[src/rtl/fetch_pkg.sv]
// rtl/fetch_pkg.sv - shared widths, fetch state encoding and alignment helpers
package fetch_pkg;

    localparam int PC_WIDTH    = 64;
    localparam int INSTR_WIDTH = 32;

    localparam logic [PC_WIDTH-1:0] PC_INCR    = 64'd4;
    localparam logic [PC_WIDTH-1:0] ALIGN_MASK = ~64'h3;

    typedef enum logic {
        FETCH = 1'b0,
        DONE  = 1'b1
    } fetch_state_t;

    // Clear the byte-offset bits so the PC always names a whole word
    function automatic logic [PC_WIDTH-1:0] word_align(input logic [PC_WIDTH-1:0] addr);
        return addr & ALIGN_MASK;
    endfunction

endpackage

[src/rtl/fetch_pc_next.sv]
// rtl/fetch_pc_next.sv - combinational next-PC select with redirect alignment flag
module fetch_pc_next
    import fetch_pkg::*;
#(
    parameter logic [PC_WIDTH-1:0] LAST_ADDR = 64'h05C
) (
    input  logic                reset,
    input  logic                redirect,
    input  logic                stall,
    input  fetch_state_t        state,
    input  logic [PC_WIDTH-1:0] pc,
    input  logic [PC_WIDTH-1:0] redirect_pc,
    input  logic [PC_WIDTH-1:0] start_pc,
    output logic [PC_WIDTH-1:0] next_pc,
    output logic                align_err,
    output logic                pc_in_range
);

    // Priority: reset, then redirect, then stall (hold), then sequential advance.
    // PC holds once it runs past the program; the wrap on PC + 4 is intentional.
    always_comb begin
        next_pc     = pc;
        align_err   = 1'b0;
        pc_in_range = (pc <= LAST_ADDR);
        if (reset) begin
            next_pc = start_pc;
        end else if (redirect) begin
            next_pc   = word_align(redirect_pc);
            align_err = |redirect_pc[1:0];
        end else if (!stall && state == FETCH && pc_in_range) begin
            next_pc = pc + PC_INCR;
        end
    end

endmodule

[src/rtl/instruction_fetch_unit.sv]
// rtl/instruction_fetch_unit.sv - PC owner, ROM fetch and IF/ID stage register
module instruction_fetch_unit
    import fetch_pkg::*;
#(
    parameter logic [PC_WIDTH-1:0] LAST_ADDR = 64'h05C
) (
    input  logic                   CLK,
    input  logic                   Reset,
    input  logic [PC_WIDTH-1:0]    StartPC,
    input  logic                   Stall,
    input  logic                   Redirect,
    input  logic [PC_WIDTH-1:0]    RedirectPC,
    output logic [PC_WIDTH-1:0]    FetchAddress,
    input  logic [INSTR_WIDTH-1:0] FetchData,
    output logic [INSTR_WIDTH-1:0] IFID_Instruction,
    output logic [PC_WIDTH-1:0]    IFID_PC,
    output logic                   IFID_Valid,
    output logic                   Done,
    output logic                   AlignErr
);

    fetch_state_t        state_q;
    fetch_state_t        state_d;
    logic [PC_WIDTH-1:0] pc_q;
    logic [PC_WIDTH-1:0] pc_d;
    logic                align_d;
    logic                pc_in_range;

    fetch_pc_next #(
        .LAST_ADDR (LAST_ADDR)
    ) u_pc_next (
        .reset       (Reset),
        .redirect    (Redirect),
        .stall       (Stall),
        .state       (state_q),
        .pc          (pc_q),
        .redirect_pc (RedirectPC),
        .start_pc    (StartPC),
        .next_pc     (pc_d),
        .align_err   (align_d),
        .pc_in_range (pc_in_range)
    );

    assign FetchAddress = pc_q;
    assign Done         = (state_q == DONE);

    // Next state: redirect always restarts fetch; running off the end halts
    always_comb begin
        state_d = state_q;
        if (Redirect) begin
            state_d = FETCH;
        end else if (!Stall && state_q == FETCH && !pc_in_range) begin
            state_d = DONE;
        end
    end

    // State register
    always_ff @(posedge CLK) begin
        if (Reset) begin
            state_q <= FETCH;
        end else begin
            state_q <= state_d;
        end
    end

    // PC register; the sub-module already folds in reset and priority
    always_ff @(posedge CLK) begin
        pc_q <= pc_d;
    end

    // IF/ID stage register: capture on a real fetch, flush on redirect, hold on stall
    always_ff @(posedge CLK) begin
        if (Reset) begin
            IFID_Instruction <= '0;
            IFID_PC          <= '0;
            IFID_Valid       <= 1'b0;
        end else if (Redirect) begin
            IFID_Valid <= 1'b0;
        end else if (!Stall) begin
            if (state_q == FETCH && pc_in_range) begin
                IFID_Instruction <= FetchData;
                IFID_PC          <= pc_q;
                IFID_Valid       <= 1'b1;
            end else begin
                IFID_Valid <= 1'b0;
            end
        end
    end

    // Misaligned-redirect pulse, cleared on every other edge
    always_ff @(posedge CLK) begin
        if (Reset) begin
            AlignErr <= 1'b0;
        end else begin
            AlignErr <= align_d;
        end
    end

endmodule

[config.mk]
export PLATFORM = sky130hd
export DESIGN_NAME = instruction_fetch_unit
export DESIGN_NICKNAME = d
export VERILOG_FILES = /design/src/rtl/fetch_pkg.sv /design/src/rtl/fetch_pc_next.sv /design/src/rtl/instruction_fetch_unit.sv
export SDC_FILE = /design/constraint.sdc
export NUM_CORES = 1
export LEC_CHECK = 0
export ABC_CLOCK_PERIOD_IN_PS = 3700
export CORE_MARGIN = 2
export CORE_UTILIZATION = 25
export CTS_CLUSTER_DIAMETER = 60
export DETAILED_ROUTE_END_ITERATION = 8
export GPL_TIMING_DRIVEN = 0
export PLACE_DENSITY_LB_ADDON = 0.12
export REMOVE_ABC_BUFFERS = 1
export SETUP_SLACK_MARGIN = 0.2
export SYNTH_ARGS = -nofsm -noshare
export SYNTH_HDL_FRONTEND = slang
export SYNTH_SLANG_ARGS = --single-unit
[constraint.sdc]
create_clock -name CLK -period 3.7 [get_ports CLK]
set_clock_uncertainty 0.15 [all_clocks]
set_input_delay 0.74 -clock CLK [delete_from_list [all_inputs] [get_ports CLK]]
set_output_delay 0.74 -clock CLK [all_outputs]
set_load 0.03 [all_outputs]
==> flow_metrics.tcl <==
set metrics [dict create \
    worst-r2r-setup-slack_ns 0.51 \
    final_common_cell "clkdlybuf4s50_1" \
    final_nets 1199 \
    port-buffer-count 326 \
    synth_cells 728 \
    worstMarginPinSlew_ns 0.702 \
    grt_overflow_total 0 \
    core_um2 29400 \
    num_rows 63 \
    post-route-min-period_ns 3.19 \
    die_x_um 176 \
    clock-sinks 163 \
    endpoint_kind "flop" \
    clockBufferDepth 2 \
    path_buf_inv 0 \
    clkLatencyLatePin_ns 0.44 \
    whs_path_depth 2 \
    whs_endpoint "IFID_Valid$_SDFFE_PP0N_" \
    syn2layout_area_growth_pct 59.3 \
    start_util_pct 25.2 \
    hold_viol 0 \
    startpoint_type "flop" \
    cts_root_buf "clkbuf_16" \
    min_from "IFID_Valid$_SDFFE_PP0N_" \
    antenna_found_initial 1 \
    required_ns 3.86 \
    drv_slew 0 \
    firstDrtPassIters 4 \
    clk_pin_slew_ns 0.09 \
    drcViolationCount 0 \
    gp_congestion 0.726 \
    ys_warn_count 0 \
    dp_slack_ns -0.123 \
    r2r-end "FetchAddress[55]$_DFFE_PP_" \
    synth.distinct_cells 47 \
    slowest_delay_ns 0.61 \
    top_level_ports 327 \
    cts_made_buffers 17 \
    leakage_nw 4.63 \
    seq_area_frac_synth_pct 52.6 \
    wire_per_inst_um 19.1 \
    avgSynthCellArea_um2 10.2 \
    p_total_w 0.00482 \
    topRoutingLayerUsed "met5" \
    irDropWorstVdd_uv 301 \
    grt_max_degree 70 \
    fillers 2905 \
    diodes 0 \
    ys.flop_type "dfxtp_1" \
    crit_path_max_fanout 16 \
    layout-drive-gt1-share_pct 6.49 \
    whs_ns 0.309 \
    synth_edf_count 64 \
    worstPathArrival_ns 3.35 \
    via_per_inst 4.66 \
    maxCapViolCount 0 \
    dr_wl_met2_mm 12.5 \
    wl_met3_mm 2.78 \
    fp.dieH_um 176 \
    cts_hold_buffers 0 \
    period_share_pct 86.2 \
    hold_class "flop to flop" \
    dp_hpwl_mm 19.6 \
    grt_pass1_vias 6787 \
    setup_viol 0 \
    grt_pass1_wl_mm 41.0 \
    max_freq_mhz 314 \
    power.density_nw_per_um2 408 \
    rsz0062_at_grt "false" \
    cp_slowest_cell "or3_4" \
    htreeDepth 4 \
    netlist_area_um2 7420 \
    drt-initial-drc-count 384 \
    worst_r2r_startpoint "FetchAddress[4]$_DFFE_PP_" \
    post_cts_buffers 0 \
    fin_tns_setup_ns 0 \
    r2r_cells 6 \
    m1WireLength_mm 11.9 \
    dieArea_um2 31100 \
    synth-async-reset-ratio_pct 0 \
    ys_ff_latch 163 \
    cts_tree "yes" \
    final_cell_mix "clkdlybuf4s50_1, dfxtp_1, and3_1" \
    crit_family "simple AND/OR/NAND/NOR gates" \
    drt-total-wl_mm 27.5 \
    status "complete, no violations" \
    via_count 6691 \
    crit_chain "nand2_1, nor3_2, nand4_2, or3_4, or4_1, nand3_1" \
    criticalPathCategory "flop to flop" \
    track_usage_pct 17.3 \
    ant_nets 0 \
    relSlewSlack_pct 53.1 \
    fin_ws_ns 0.511 \
]
==> flip-flops by register name, summed over array words and instances (netlist names) <==
signal / cells
FetchAddress: 64
IFID_PC: 64
IFID_Instruction: 32
AlignErr: 1
Done: 1
IFID_Valid: 1
==> worst min-delay path: stages (launching register included) <==
cell	delay, ns
dfxtp_1	0.31
nand2_1	0.05
a21oi_1	0.05
==> report_power, final <==
| group | switching, W | total [W] | internal (W) |
|---|---|---|---|
| Combinational | 0.000376 | 0.000759 | 0.000383 |
| Clock | 0.00100 | 0.00197 | 0.000972 |
| Sequential | 0.000131 | 0.00209 | 0.00196 |
| Total | 0.00151 | 0.00482 | 0.00332 |
==> logic make-up (layout without fill, tap and decap cells) <==
kind of cell | count (synthesis) | in the layout | share of synthesized area, %
AO/OA/AOI/OAI | 109 | 109 | 8.64
buffers and inverters | 54 | 372 | 2.90
adder cells (fa/ha/maj) | 1 | 1 | 0.169
AND/OR/NAND/NOR | 287 | 288 | 21.1
multiplexers | 58 | 58 | 7.98
flip-flops | 163 | 163 | 52.6
XOR/XNOR | 56 | 56 | 6.61
==> through the flow <==
step,cell area (µm²),instances,util (%)
after floorplan,7230,681,-
after global routing,11800,1437,40.2
after detailed placement,11100,1404,37.9
after global placement,11000,1397,37.3
after CTS,11800,1436,40.1
final,11800,1437,40.2
==> cell type report <==
type                       instances  area, µm²  share of cell area (%)
clock buffer                      17        425                    3.60
clock inverter                    15        225                    1.91
inverter                           7       31.3                   0.265
multi-input combinational        512       3350                    28.3
sequential                       163       3900                    33.0
tap                              390        488                    4.13
timing repair buffer             333       3400                    28.7
==> worst max-delay path by stage <==
stage                                     startpoint  slack (ns)                           endpoint  depth (start not counted)
after CTS                  FetchAddress[7]$_DFFE_PP_        0.22  IFID_Instruction[21]$_SDFFE_PP0P_                          7
after global placement                         Reset       -6.36         FetchAddress[37]$_DFFE_PP_                          5
final                      FetchAddress[4]$_DFFE_PP_        0.51         FetchAddress[55]$_DFFE_PP_                          6
after global routing       FetchAddress[5]$_DFFE_PP_        0.26         FetchAddress[55]$_DFFE_PP_                          6
after floorplan           FetchAddress[27]$_DFFE_PP_       -0.72           IFID_PC[10]$_SDFFE_PP0P_                          5
after detailed placement                       Reset       -0.12         FetchAddress[63]$_DFFE_PP_                          6
==> synth_stat cells (11+ instances only) <==
| cell type | n | area (µm²) |
|---|---|---|
| dfxtp_1 | 99 | 1980 |
| and3_1 | 68 | 425 |
| edfxtp_1 | 64 | 1920 |
| nor2_1 | 63 | 236 |
| nand2_1 | 53 | 199 |
| mux2i_1 | 49 | 490 |
| o21ai_0 | 47 | 235 |
| clkbuf_1 | 36 | 135 |
| nand3_1 | 30 | 150 |
| xor2_1 | 29 | 254 |
| xnor2_1 | 27 | 236 |
| a22oi_1 | 24 | 180 |
| a21oi_1 | 21 | 105 |
| nor4_1 | 20 | 125 |
| nand4_1 | 14 | 87.6 |
| o22ai_1 | 11 | 68.8 |
==> layer usage <==
metal  vias to the layer above  track usage [%]
met5                         -                0
met4                         2             4.34
met3                        20             7.43
met2                       236             27.5
met1                      3164             21.5
li1                       3269                -
==> repair_timing <==
item | in CTS | in global routing
pin swaps | 1 | 1
cloned | 0 | 1
resized for setup | 0 | 3
endpoints found under the setup margin | 8 | 45
Power figures use the tool's default switching activity.
